===== config.mk =====
export PLATFORM = sky130hd
export DESIGN_NAME = vec_reduce_acc
export DESIGN_NICKNAME = d
export VERILOG_FILES = /design/src/rtl/vec_reduce_acc.sv
export SDC_FILE = /design/constraint.sdc
export NUM_CORES = 1
export LEC_CHECK = 0
export ABC_AREA = 0
export CORE_AREA = 5 5 172 215
export DETAILED_ROUTE_END_ITERATION = 6
export DIE_AREA = 0 0 177 220
export PLACE_DENSITY_LB_ADDON = 0.25
export SKIP_CTS_REPAIR_TIMING = 1
export SLEW_MARGIN = 20
export SYNTH_ARGS = -nofsm -noshare
export SYNTH_HDL_FRONTEND = slang
export SYNTH_SLANG_ARGS = --single-unit

===== constraint.sdc =====
create_clock -name clk -period 6.45 [get_ports clk]
set_input_delay 0.645 -clock clk [delete_from_list [all_inputs] [get_ports clk]]
set_output_delay 0.645 -clock clk [all_outputs]
set_load 0.005 [all_outputs]

===== src/rtl/vec_reduce_acc.sv =====
// -----------------------------------------------------------------------------
// vec_reduce_acc
//   Reduces 16-lane signed 16-bit ALU vector results to one value per beat and
//   accumulates beats into FIR output samples. A beat tagged in_last closes the
//   sample: the accumulated value is presented on out_data together with a
//   sticky signed-overflow flag. The accumulator wraps in two's complement.
//
//   Pipeline: S1 pairwise lane sums (8 x 17b) -> S2 quad sums (2 x 19b)
//             -> S3 accumulate / output register.
//   The entire pipeline advances on en = ~(out_valid & ~out_ready); an unread
//   output sample stalls every stage, and in_ready mirrors en.
//
// Ports
//   clk        single clock, rising edge
//   rst        synchronous active-high reset
//   in_valid   upstream beat valid
//   in_ready   beat accepted this cycle when in_valid is also high
//   in_data    16 signed lanes, lane k = in_data[16k+15:16k]
//   in_last    beat is the final tap group of the current sample
//   out_valid  output sample valid
//   out_ready  downstream accepts the sample
//   out_data   signed output sample, ACC_W bits
//   out_ovf    signed overflow occurred while accumulating this sample
// -----------------------------------------------------------------------------
module vec_reduce_acc #(
  parameter int ACC_W = 32
) (
  input  logic             clk,
  input  logic             rst,
  input  logic             in_valid,
  output logic             in_ready,
  input  logic [255:0]     in_data,
  input  logic             in_last,
  output logic             out_valid,
  input  logic             out_ready,
  output logic [ACC_W-1:0] out_data,
  output logic             out_ovf
);

  // Two guard bits hold the exact sum of acc and two 19-bit terms, since each
  // term is at most 2^18 in magnitude and ACC_W >= 20.
  localparam int WIDE_W = ACC_W + 2;

  function automatic logic [16:0] sx17(input logic [15:0] v);
    return {v[15], v};
  endfunction

  function automatic logic [18:0] sx19(input logic [16:0] v);
    return {{2{v[16]}}, v};
  endfunction

  function automatic logic [WIDE_W-1:0] sx_wide(input logic [18:0] v);
    return {{(WIDE_W-19){v[18]}}, v};
  endfunction

  logic en;
  assign en       = ~(out_valid & ~out_ready);
  assign in_ready = en;

  // ---------------------------------------------------------------------------
  // S1: pairwise lane sums
  // ---------------------------------------------------------------------------
  logic        s1_valid;
  logic        s1_last;
  logic [16:0] s1_sum [8];

  // NOTE: non-blocking assignments on every clocked register so all stages
  // sample the previous cycle's values and the pipeline advances in lockstep.
  always_ff @(posedge clk) begin
    if (rst) begin
      s1_valid <= 1'b0;
      s1_last  <= 1'b0;
    end else if (en) begin
      s1_valid <= in_valid;
      s1_last  <= in_last;
    end
  end

  // NOTE: datapath registers carry no reset; only the valid/last qualifiers
  // and the architectural state are cleared, so stale data is never observed.
  always_ff @(posedge clk) begin
    if (en && in_valid) begin
      for (int j = 0; j < 8; j++) begin
        s1_sum[j] <= sx17(in_data[32*j +: 16]) + sx17(in_data[32*j+16 +: 16]);
      end
    end
  end

  // ---------------------------------------------------------------------------
  // S2: two quad sums
  // ---------------------------------------------------------------------------
  logic        s2_valid;
  logic        s2_last;
  logic [18:0] s2_a;
  logic [18:0] s2_b;

  always_ff @(posedge clk) begin
    if (rst) begin
      s2_valid <= 1'b0;
      s2_last  <= 1'b0;
    end else if (en) begin
      s2_valid <= s1_valid;
      s2_last  <= s1_last;
    end
  end

  always_ff @(posedge clk) begin
    if (en && s1_valid) begin
      s2_a <= sx19(s1_sum[0]) + sx19(s1_sum[1]) + sx19(s1_sum[2]) + sx19(s1_sum[3]);
      s2_b <= sx19(s1_sum[4]) + sx19(s1_sum[5]) + sx19(s1_sum[6]) + sx19(s1_sum[7]);
    end
  end

  // ---------------------------------------------------------------------------
  // S3: accumulate, detect overflow, publish sample on last beat
  // ---------------------------------------------------------------------------
  logic [ACC_W-1:0]  acc;
  logic              ovf_sticky;
  logic [WIDE_W-1:0] wide_sum;
  logic [ACC_W-1:0]  acc_next;
  logic [2:0]        top_bits;
  logic              beat_ovf;

  // NOTE: every signal driven here gets a value on every path, so no latch is
  // inferred.
  always_comb begin
    wide_sum = {{2{acc[ACC_W-1]}}, acc} + sx_wide(s2_a) + sx_wide(s2_b);
    acc_next = wide_sum[ACC_W-1:0];
    top_bits = wide_sum[WIDE_W-1:ACC_W-1];
    // The exact sum fits ACC_W signed bits only when the guard bits replicate
    // the ACC_W sign bit.
    beat_ovf = (top_bits != 3'b000) && (top_bits != 3'b111);
  end

  always_ff @(posedge clk) begin
    if (rst) begin
      acc        <= '0;
      ovf_sticky <= 1'b0;
      out_valid  <= 1'b0;
      out_data   <= '0;
      out_ovf    <= 1'b0;
    end else if (en) begin
      // en high means the current sample (if any) is being consumed; it is
      // replaced only if a new sample completes in the same cycle.
      out_valid <= 1'b0;
      if (s2_valid) begin
        if (s2_last) begin
          out_data   <= acc_next;
          out_ovf    <= ovf_sticky | beat_ovf;
          out_valid  <= 1'b1;
          acc        <= '0;
          ovf_sticky <= 1'b0;
        end else begin
          acc        <= acc_next;
          ovf_sticky <= ovf_sticky | beat_ovf;
        end
      end
    end
  end

endmodule


# After elaboration in Yosys (flattened, before gate mapping)

Memory sizes are Yosys's and may differ from the RTL's.
Index checks and enable logic that the tools add are counted.

Bitwise gates (word level): 4
Muxes and demuxes: 6
Equality and inequality tests: 1
$add $sub $neg: 16
Reduce and logical (&&, ||, !) cells: 6

Operators by type and width:

| operator             | count |
|---|---|
| $add A16 B16 Y17     | 8 |
| $add A18 B17 Y19     | 2 |
| $add A19 B19 Y19     | 2 |
| $add A17 B17 Y18     | 2 |
| $add A33 B19 Y34     | 1 |
| $add A32 B19 Y33     | 1 |
| $mux W32             | 1 |
| $mux W1              | 5 |
| $logic_and A1 B1 Y1  | 3 |
| $ne A3 B3 Y1 const B | 1 |
| $reduce_and A3 Y1    | 1 |
| $reduce_bool A3 Y1   | 1 |
| $not A1 Y1           | 2 |
| $reduce_and A2 Y1    | 1 |
| $and A1 B1 Y1        | 1 |
| $or A1 B1 Y1         | 1 |

Memories kept: 1
Word-level logic and storage cells: 45
Output and inout port bits: 35
RAM bits: 136
Flip-flop bits (word level): 109
Bits of input ports: 261

Memories:

| memory | words | bits a word | rd ports | clocked after Yosys merged registers in | write ports | RTL line | source |
|---|---|---|---|---|---|---|---|
| s1_sum | 8     | 17          | 8        | 0                                       | 8           | 65       | `logic [16:0] s1_sum [8];` |

# Longest topological paths before layout

Depth in word-level cells: 6
Mapped depth: 17
Depth with buffers taken out: 17

# Worst setup path before layout

Ideal clock, no wire load.

Path kind: input-to-reg
Start point: input out_ready
End point: memory s1_sum[0][0] (enable)
Cell stages on the path: 3
Slack: 1.635 ns
Data required time: 5.939 ns
Arrival: 4.305 ns
Setup time: 0.511 ns
Path buffers: 1
Path through: nand2b_1 > clkbuf_1 > and2_1

RTL lines:

| item            | RTL line | source |
|---|---|---|
| start, declared | 35       | `input logic out_ready,` |
| end, declared   | 65       |  |

==> results.cfg <==
[min_path]
hp-class = reg2reg
hold_depth = 2
min_to = out_data[30]
hold_start = out_data[30]

[cts]
cts_made_buffers = 27
clk_pin_slew_worst_paths_ns = 0.06
cts.path.max_buffers = 3
cts-root-buf = clkbuf_16
cts_sinks = 245
cts_max_level = 1
clk_latency_ns = 0.55
cts_tree = yes

[place]
place.gp.congestion = 0.907
placed_cell_area_um2 = 22300
port_buffers = 295
dp_hpwl_um = 34600

[grt]
antenna_found_initial = 1
track_usage_pct = 21.4
grt.overflow.total = 0
grt_max_degree = 69
grt_pass1_wl_um = 69200
grt_pass1_vias = 14820

[worst_setup_path]
rr_worst_depth = 14
cp.required_ns = 6.70
startpoint_type = register
arrival_ns = 4.43
crit_path_frequent_cell = fa_1
rr_startpoint = s1_sum[0][1]
critPathMaxStageDelay_ns = 0.51
r2r_end = s2_a[17]
worstPathCellList = fa_1 -> fa_1 -> ha_1 -> inv_1 -> fa_1 -> nor2b_1 -> o21ai_0 -> a21boi_1 -> o21ai_0 -> a21boi_0 -> o21ai_1 -> a21o_1 -> a31oi_1 -> o311ai_0
worst_setup_path_end_kind = register
critPathKind = reg2reg
cp_top_family = adder cells
rrSetupSlack_ns = 2.27
path_max_fanout = 5
worst-path-buf-inv = 1
slowest_stage = fa_1

[die]
core-area_um2 = 34900
fp.dieH_um = 220
io_pins = 296
row_count = 77
start_util_pct = 53.7
die_w_um = 177
dieArea_um2 = 38900

[yosys]
ys_types = 69
syn-cell-area_um2 = 18700
syn_area_per_cell_um2 = 10.0
syn-num-nets = 2441
synth_cells = 1873
synth_top_area_share_pct = 27.9
synth.largest_area_cell = edfxtp_1
synth.yosys.seq_area_share_pct = 35.5
synth-seq-cells = 245
synthFlopType = edfxtp_1
async_reset_ff_share_pct = 0
ys_warn_count = 0
synth_edf_count = 174
yosys-top-cells-area = edfxtp_1 28%, ha_1 13%, fa_1 12%

[route]
antenna_left = 0
wire_per_inst_um = 15.8
vias = 14400
drt_iter0_markers = 641
drtPass1Iterations = 5
wl_um = 42200
drc = 0
vias_per_cell = 5.38

[timing]
finalCritPeriodShare_pct = 64.8
finalHoldViolations = 0
worst_clock_skew_ns = 0.0193
slew_headroom_pct = 27.4
fmax_mhz = 239
setup_tns_ns = 0
finalCriticalPeriod_ns = 4.18
worst_pin_slew_ns = 1.09
rsz0062_at_grt = false
drv_slew = 0
setup_viol = 0

[finish]
final_area_um2 = 23200
num-fill-cells = 2771
diodes = 0
nets = 2750
final_common_cell = inv_1
final_cell_mix = 299 x inv_1, 295 x clkdlybuf4s50_1, 196 x ha_1
drive_above_1_share_pct = 3.59
syn2layout_area_growth_pct = 23.6

[status]
status = finished clean

[power]
p_clk_share_pct = 15.0
internal-power_mw = 5.82
power_leakage_nw = 10.1
p_sw_share_pct = 43.5
comb_power_share_pct = 61.6
p_switching_mw = 4.48
seq_power_share_pct = 23.4
powerDensity_nw_per_um2 = 445
vdd_drop_max_uv = 297

[job]
maxCapViolCount = 0
synthesized netlist by cell type, drive strengths merged (18+ instances only):
cell type / number
nor3: 36
a21o: 29
a21oi: 109
o21ai: 105
a21boi: 24
inv: 299
o21bai: 18
xor2: 25
dfxtp: 71
a22oi: 25
nor2: 164
edfxtp: 174
clkbuf: 18
a22o: 26
and3: 35
ha: 196
nand3: 31
xnor2: 109
nor2b: 24
fa: 111
nand2: 72
cell families after synthesis:
logic type / Yosys count / share of synthesized area, %
AO/OA/AOI/OAI: 433 / 15.7
AND/OR/NAND/NOR: 429 / 10.9
buffers and inverters: 320 / 6.42
flip-flops: 245 / 35.5
multiplexers: 5 / 0.267
XOR/XNOR: 134 / 6.26
adder cells (fa/ha/maj): 307 / 25.0
metrics by stage:
step	utilization [%]	hold slack, ns	total power [mW]	std cells	setup WS (ns)
after detailed placement	63.8	0.444	8.73	2626	2.31
final	66.4	0.450	10.3	2677	2.27
after floorplan	-	0.429	7.20	1873	1.63
after global routing	66.4	0.488	11.2	2677	1.92
after global placement	63.8	0.436	8.55	2626	2.46
after CTS	66.4	0.452	10.3	2676	2.27
worst register-to-register path, stage by stage (launching register included):
cell and delay, ns:
edfxtp_1 0.41, fa_1 0.51, fa_1 0.51, ha_1 0.18, inv_1 0.07, fa_1 0.46, nor2b_1 0.15, o21ai_0 0.12
a21boi_1 0.20, o21ai_0 0.13, a21boi_0 0.27, o21ai_1 0.12, a21o_1 0.20, a31oi_1 0.34, o311ai_0 0.23
sequential cells by signal (all words and copies together), names as in the netlist:
register and flops:
ovf_sticky 1, s2_last 1, s2_valid 1, out_data 32, s2_b 19, s1_last 1, out_valid 1, acc 32
s1_sum 136, s1_valid 1, out_ovf 1, s2_a 19
worst max-delay path by stage:
stage	slack, ns	cells after the start	startpoint	to
global placement	2.46	14	s1_sum[0][1]	s2_a[17]
detailed placement	2.31	14	s1_sum[0][1]	s2_a[17]
finish	2.27	14	s1_sum[0][1]	s2_a[17]
CTS	2.27	14	s1_sum[0][1]	s2_a[17]
global route	1.92	14	s1_sum[0][1]	s2_a[17]
floorplan	1.63	3	out_ready	s1_sum[0][0]
power by group through the flow:
stage	Sequential, mW	Combinational (mW)	Clock [mW]
after floorplan	2.39	4.81	0
after global placement	2.45	6.09	0
after detailed placement	2.47	6.26	0
after CTS	2.44	6.31	1.58
after global routing	2.45	7.13	1.64
final	2.41	6.34	1.54
cell type report:
type | count | area (um2) | area share (%)
well taps | 474 | 593 | 2.56
flip-flops and latches | 245 | 6650 | 28.7
repair buffers | 301 | 3010 | 13.0
clock buffers | 33 | 718 | 3.10
multi-input cells | 1308 | 10900 | 47.1
clock inverters | 17 | 169 | 0.729
inverters | 299 | 1120 | 4.85
per-layer routing:
layer,global-route usage (%),up-vias,share of wire (%)
li1,-,7139,-
met1,25.1,6854,39
met2,41.4,347,54
met3,2.61,60,5.2
met4,5.16,0,2.0
met5,0,-,0
No activity file was read; power rests on OpenSTA's default activity.
